[config.mk]
export PLATFORM = sky130hd
export DESIGN_NAME = cpu_ctrl
export DESIGN_NICKNAME = d
export VERILOG_FILES = /design/src/rtl/cpu_pkg.sv /design/src/rtl/cpu_pc.sv /design/src/rtl/cpu_ctrl.sv
export SDC_FILE = /design/constraint.sdc
export NUM_CORES = 1
export LEC_CHECK = 0
export CAP_MARGIN = 20
export CELL_PAD_IN_SITES_DETAIL_PLACEMENT = 0
export CELL_PAD_IN_SITES_GLOBAL_PLACEMENT = 1
export CORE_MARGIN = 4
export CORE_UTILIZATION = 32
export CTS_CLUSTER_SIZE = 12
export DETAILED_ROUTE_END_ITERATION = 8
export PLACE_DENSITY_LB_ADDON = 0.1
export SKIP_CTS_REPAIR_TIMING = 1
export SLEW_MARGIN = 10
export SYNTH_ARGS = -nofsm -noshare
export SYNTH_HDL_FRONTEND = slang
export SYNTH_SLANG_ARGS = --single-unit
[constraint.sdc]
create_clock -name clk -period 2.8 [get_ports clk]
set_input_delay 0.84 -clock clk [delete_from_list [all_inputs] [get_ports clk]]
set_output_delay 0.84 -clock clk [all_outputs]
set_load 0.005 [all_outputs]
[src/rtl/cpu_pkg.sv]
// Shared types and constants for the 4-bit CPU sequencer.
// STEP_EN adds the single-step wait state to the FSM.
package cpu_pkg;

    localparam int INS_W    = 16;
    localparam int PC_W     = 4;
    localparam int HALT_BIT = 15;

    localparam logic [2:0] OP_JMP = 3'b100;
    localparam logic [2:0] OP_JZ  = 3'b011;

    typedef enum logic [2:0] {
        S_IDLE,
        S_FETCH,
        S_DECODE,
        S_EXEC,
        S_WB,
`ifdef STEP_EN
        S_HALT,
        S_STEP_WAIT
`else
        S_HALT
`endif
    } state_t;

    // High when the writeback must redirect the PC to the branch target.
    function automatic logic take_branch(
        input logic [2:0] op,
        input logic       z
    );
        return (op == OP_JMP) || ((op == OP_JZ) && z);
    endfunction

endpackage

[src/rtl/cpu_pc.sv]
// 4-bit program counter: load has priority over increment.
// Increment wraps modulo 16.
module cpu_pc
    import cpu_pkg::*;
(
    input  logic            clk,
    input  logic            rst_n,
    input  logic            i_load,
    input  logic            i_inc,
    input  logic [PC_W-1:0] i_target,
    output logic [PC_W-1:0] o_pc
);

    localparam logic [PC_W-1:0] PC_ONE = 1;

    logic [PC_W-1:0] r_pc;

    always_ff @(posedge clk or negedge rst_n) begin
        if (!rst_n) begin
            r_pc <= '0;
        end else if (i_load) begin
            r_pc <= i_target;
        end else if (i_inc) begin
            r_pc <= r_pc + PC_ONE;
        end
    end

    assign o_pc = r_pc;

endmodule

[src/rtl/cpu_ctrl.sv]
// Instruction sequencer: fetch, decode settle, exec, writeback.
// STEP_EN adds a step input and a STEP_WAIT state after writeback.
module cpu_ctrl
    import cpu_pkg::*;
(
    input  logic             clk,
    input  logic             rst_n,
    input  logic             run,
    output logic             imem_req,
    output logic [PC_W-1:0]  IMEM_ADDR,
    input  logic             imem_ack,
    input  logic [INS_W-1:0] IMEM_DATA,
    output logic [INS_W-1:0] INS,
    input  logic             dec_write_en,
    input  logic [PC_W-1:0]  JMP,
    input  logic             zero,
`ifdef STEP_EN
    input  logic             step,
`endif
    output logic             rf_we,
    output logic [PC_W-1:0]  PC,
    output logic             busy,
    output logic             halted
);

    state_t           r_state;
    state_t           w_next;
    logic [INS_W-1:0] r_ins;
    logic [2:0]       w_op;
    logic             w_halt;
    logic             w_wb;
    logic             w_load;
    logic             w_inc;

    assign w_op   = r_ins[10:8];
    assign w_halt = r_ins[HALT_BIT];
    assign w_wb   = (r_state == S_WB);
    assign w_load = w_wb & ~w_halt & take_branch(w_op, zero);
    assign w_inc  = w_wb & ~w_halt & ~w_load;

    cpu_pc u_pc (
        .clk      (clk),
        .rst_n    (rst_n),
        .i_load   (w_load),
        .i_inc    (w_inc),
        .i_target (JMP),
        .o_pc     (PC)
    );

    always_ff @(posedge clk or negedge rst_n) begin
        if (!rst_n) begin
            r_state <= S_IDLE;
        end else begin
            r_state <= w_next;
        end
    end

    always_ff @(posedge clk or negedge rst_n) begin
        if (!rst_n) begin
            r_ins <= '0;
        end else if ((r_state == S_FETCH) && imem_ack) begin
            r_ins <= IMEM_DATA;
        end
    end

    always_comb begin
        w_next = r_state;
        unique case (r_state)
            S_IDLE:   if (run) w_next = S_FETCH;
            S_FETCH:  if (imem_ack) w_next = S_DECODE;
            S_DECODE: w_next = S_EXEC;
            S_EXEC:   w_next = S_WB;
            S_WB: begin
                if (w_halt) begin
                    w_next = S_HALT;
                end else if (!run) begin
                    w_next = S_IDLE;
                end else begin
`ifdef STEP_EN
                    w_next = S_STEP_WAIT;
`else
                    w_next = S_FETCH;
`endif
                end
            end
`ifdef STEP_EN
            S_STEP_WAIT: begin
                if (step) begin
                    w_next = S_FETCH;
                end else if (!run) begin
                    w_next = S_IDLE;
                end
            end
`endif
            S_HALT:   w_next = S_HALT;
            default:  w_next = S_IDLE;
        endcase
    end

    // Outputs decode directly from state so async reset drops them at once.
    assign imem_req  = (r_state == S_FETCH);
    assign IMEM_ADDR = PC;
    assign INS       = r_ins;
    assign rf_we     = w_wb & dec_write_en & ~w_halt;
    assign busy      = (r_state != S_IDLE) && (r_state != S_HALT);
    assign halted    = (r_state == S_HALT);

endmodule

* Word-level counts from Yosys, hierarchy flattened *
Index checks and enable logic that the tools add are counted.

word-level totals
  register bits = 23
  input bits = 26
  logic and storage cells = 36

operators by class
  $add $sub $neg = 1
  equal/unequal tests = 10
  muxes and demuxes = 7
  reductions and logical operators = 8
  bitwise operators = 7

operators by type and width
  cell                                                                      count
  3-bit case mux with 6 select lines                                        1
  3-bit by 2-bit equality test with 1-bit output (second input constant)    3
  3-bit equality test (second input constant)                               3
  3-bit two-way mux                                                         3
  4-bit two-way mux                                                         2
  1-bit bitwise AND                                                         5
  4-bit by 1-bit adder with 4-bit output (second input constant)            1
  3-bit by 1-bit equality test with 1-bit output (second input constant)    1
  1-bit logical AND                                                         3
  3-bit logical NOT                                                         1
  3-bit inequality test (second input constant)                             1
  3-bit nonzero test                                                        1
  2-bit by 1-bit inequality test with 1-bit output (second input constant)  1
  2-bit inequality test (second input constant)                             1
  1-bit NOT                                                                 2
  2-bit AND reduction                                                       1
  2-bit nonzero test                                                        1
  1-bit logical OR                                                          1
  1-bit two-way mux                                                         1

* Depth between registers and ports, before layout *
  word-level depth = 8
  depth in mapped cells = 6

* Modules after synthesis *
A second synthesis with hierarchy kept.

second synthesis, totals
  cell total of the unflattened synthesis = 84
  area total of the unflattened synthesis = 1,087.3 um^2

modules (own cells, without submodules)
  module    cells each  sequential area each (um^2)  area each (um^2)  instances
  cpu_ctrl  66          475.5                        884.6             1
  cpu_pc    18          100.1                        202.7             1

* Least setup slack after synthesis *
OpenSTA, ideal clock, no wires.

  path kind = register to output
  start point = register r_state[1]
  end point = output port rf_we
  arrival time = 1.093 ns
  data required time = 1.960 ns
  cell stages (with the launch flop) = 5
  path buffers = 1
  setup slack = 0.867 ns
  cell sequence = dfrtp_1 > buf_2 > nor2b_4 > nor3b_4 > and2_1

on the way
  cells in the longest elaborated chain, start to end = 3

RTL lines
  item                             line             RTL
  start, declared                  cpu_ctrl.sv:26   state_t r_state;
  start signal, assigned           cpu_ctrl.sv:54   r_state <= w_next;
  3-bit equality test              cpu_ctrl.sv:37   assign w_wb = (r_state == S_WB);
  1-bit bitwise AND (2 in series)  cpu_ctrl.sv:104  assign rf_we = w_wb & dec_write_en & ~w_halt;
  end, declared                    cpu_ctrl.sv:20   output logic rf_we,

Every way passes these cells.

* Worst setup path after layout *
  start point = input port dec_write_en
  end point = output port rf_we

on the way
  cells in the longest elaborated chain, start to end = 2

RTL lines
  item                             line             RTL
  start, declared                  cpu_ctrl.sv:14   input logic dec_write_en,
  1-bit bitwise AND (2 in series)  cpu_ctrl.sv:104

Every way passes these cells.

==> flow_summary_export.csv <==
group,metric,value,unit
clocking,cts_htree_levels,1,
floorplanning,rows,21,
finish,final_common_cell,"clkdlybuf4s50_1",
critical_path,worstReg2RegStart,"r_state[0]$_DFFE_PN0P_",
finish,final_net_count,167,
synth,synth_top_area_share,51.9,%
finish,fillers,329,
critical_path,crit_required,1.96,ns
global_route,grt_pass1_vias,875,
synth,synth_cells,88,
synth,synth_nets,115,
critical_path,timing.rr.end,"INS[9]$_DFFE_PN0P_",
placed_design,dp.cells,181,
routing,wl_per_cell,12.7,um
sta,finalSetupViolations,0,
clocking,numCtsBuffers,3,
floorplanning,die_h,66.9,um
routing,drc,0,
critical_path,r2r_setup_slack,1.02,ns
placed_design,dp_slack,0.0735,ns
sta,clock_skew,0.00678,ns
critical_path,crit_end,"rf_we",
critical_path,critPathMaxFanout,1,
sta,fin_setup_tns,0,ns
finish,area_delta_synth_final,52.4,%
sta,finalHoldViolations,0,
critical_path,startpoint_type,"input pin",
run_status,status,"finished clean",
clocking,root_buffer,"clkbuf_4",
clocking,clockBufferDepth,2,
placed_design,place.gp.congestion,0.702,
synth,synth_area,1110,um2
sta,max_freq,368,MHz
global_route,grt_overflow,0,
pwr,peakVddDrop,0.000465,V
pwr,p_leak,0.691,nW
floorplanning,dieArea,4470,um2
finish,drive_gt1_share,20.1,%
finish,post-route-util,50.7,%
synth,synth-edff-count,0,
sta,slew_headroom,61.7,%
global_route,grt_max_degree,24,
finish,layout_common_cells,"clkdlybuf4s50_1, dfrtp_1, mux2_2",
sta,post-route-min-period,2.72,ns
sta,slew_viol_final,0,
synth,ys_warn_count,0,
placed_design,dp_hpwl,1780,um
synth,synth.largest_area_cell,"dfrtp_1",
clocking,clk_latency,0.30,ns
global_route,grt_use_total,11.7,%
synth,yosysSeqAreaShare,51.9,%
sta,setup_slack,0.0802,ns
routing,ant_nets,0,
sta,rsz0062_at_grt,"no",
routing,first_pass_iters,3,
critical_path,cp-end-kind,"output port",
critical_path,rr_worst_depth,4,
routing,drt_iter0_drc,32,
synth,ys_top_cells_by_area,"dfrtp_1, mux2_2, buf_4",
finish,fin_cells,185,
run,max_cap_violations,0,
routing,vias_per_cell,4.47,
pwr,p_per_area,1010,nW/um2
clocking,cts_tree,"done",
placed_design,portBuffers,53,
floorplanning,ioPinCount,54,
finish,antenna_cells,0,
synth,ys_ff_latch,23,
sta,min_period_over_period,97.1,%
critical_path,cp.arrival,1.88,ns
synth,synth.distinct_cells,30,
global_route,antenna_found_initial,0,
floorplanning,die_w,66.9,um
routing,wl,2350,um
critical_path,crit_start,"dec_write_en",
sta,tightest_slew,0.571,ns
global_route,grt_pass1_wl,4040,um
worst_hold_path,hp-class,"reg -> reg",
clocking,clk_pin_slew,0.12,ns
floorplanning,start_util,33.3,%
clocking,clock_sinks,23,
routing,vias,827,
synth,synth.avg_cell_area,12.6,um2
critical_path,crit_type,"in -> out",
floorplanning,design.core.area,3340,um2
synth,synthArstFlopShare,100,%
synth,ys.flop_type,"dfrtp_1",
==> power by group <==
| part | switching (mW) | internal, mW | total [mW] |
|---|---|---|---|
| Clock | 0.0949 | 0.0555 | 0.150 |
| Sequential | 0.161 | 0.501 | 0.662 |
| Combinational | 0.272 | 0.631 | 0.903 |
==> Yosys cell counts, drive strengths merged, types with 2 or more instances <==
cell type and n:
nor2 3, and2 2, nand2b 3, mux2 16, nand2 3, a22oi 2, a21oi 3, mux2i 3
nor3b 2, nand3 2, dfrtp 23, inv 2, o21ai 3, buf 9
==> routing by layer <==
metal / vias to the layer above / global-route usage, % / part of all wire, % / wire (um)
met5: - / 0 / 0 / 0
met4: 0 / 3.04 / 0.55 / 13
met3: 2 / 3.37 / 7.6 / 178
met2: 24 / 19.3 / 49 / 1160
met1: 396 / 14.9 / 42 / 992
li1: 405 / - / - / -
==> cell families after synthesis <==
| logic type | after synthesis | synth area share, % |
|---|---|---|
| AOI/OAI and AO/OA | 11 | 6.31 |
| xor gates and xnor gates | 1 | 0.789 |
| adders and majority gates | 1 | 1.13 |
| buffers and inverters | 11 | 6.99 |
| DFF | 23 | 51.9 |
| muxes | 19 | 18.9 |
| and+or+nand+nor | 22 | 14.0 |
==> sequential cells by signal (all words and copies together) (netlist names) <==
register and cells:
INS 16, r_state 3, u_pc.o_pc 4
==> critical path: stages <==
cell and delay [ns]:
clkdlybuf4s50_1 0.44, and2_1 0.11, clkdlybuf4s50_1 0.49
==> metrics by stage <==
step	hold slack, ns	instance area, um2	total power, mW
2_1_floorplan	0.505	1110	1.12
3_3_place_gp	0.490	1660	1.56
3_5_place_dp	0.497	1660	1.59
4_1_cts	0.527	1690	1.75
5_1_grt	0.553	1690	1.86
6_report	0.520	1690	1.71
==> layout make-up <==
class / instances / area, um2 / share of cell area, %
inverter: 2 / 7.51 / 0.444
tap: 46 / 57.6 / 3.40
clock buffer: 4 / 26.3 / 1.55
sequential: 23 / 578 / 34.2
timing repair buffer: 56 / 566 / 33.4
multi-input combinational: 54 / 457 / 27.0
==> worst min-delay path by stage <==
stage	startpoint	to	slack, ns	depth (start not counted)
after floorplan	INS[0]$_DFFE_PN0P_	INS[0]$_DFFE_PN0P_	0.51	1
after global placement	INS[14]$_DFFE_PN0P_	INS[14]$_DFFE_PN0P_	0.49	1
after detailed placement	INS[7]$_DFFE_PN0P_	INS[7]$_DFFE_PN0P_	0.50	1
after CTS	INS[0]$_DFFE_PN0P_	INS[0]$_DFFE_PN0P_	0.53	1
after global routing	INS[1]$_DFFE_PN0P_	INS[1]$_DFFE_PN0P_	0.55	1
final	INS[13]$_DFFE_PN0P_	INS[13]$_DFFE_PN0P_	0.52	1
No activity file was read; power rests on OpenSTA's default activity.
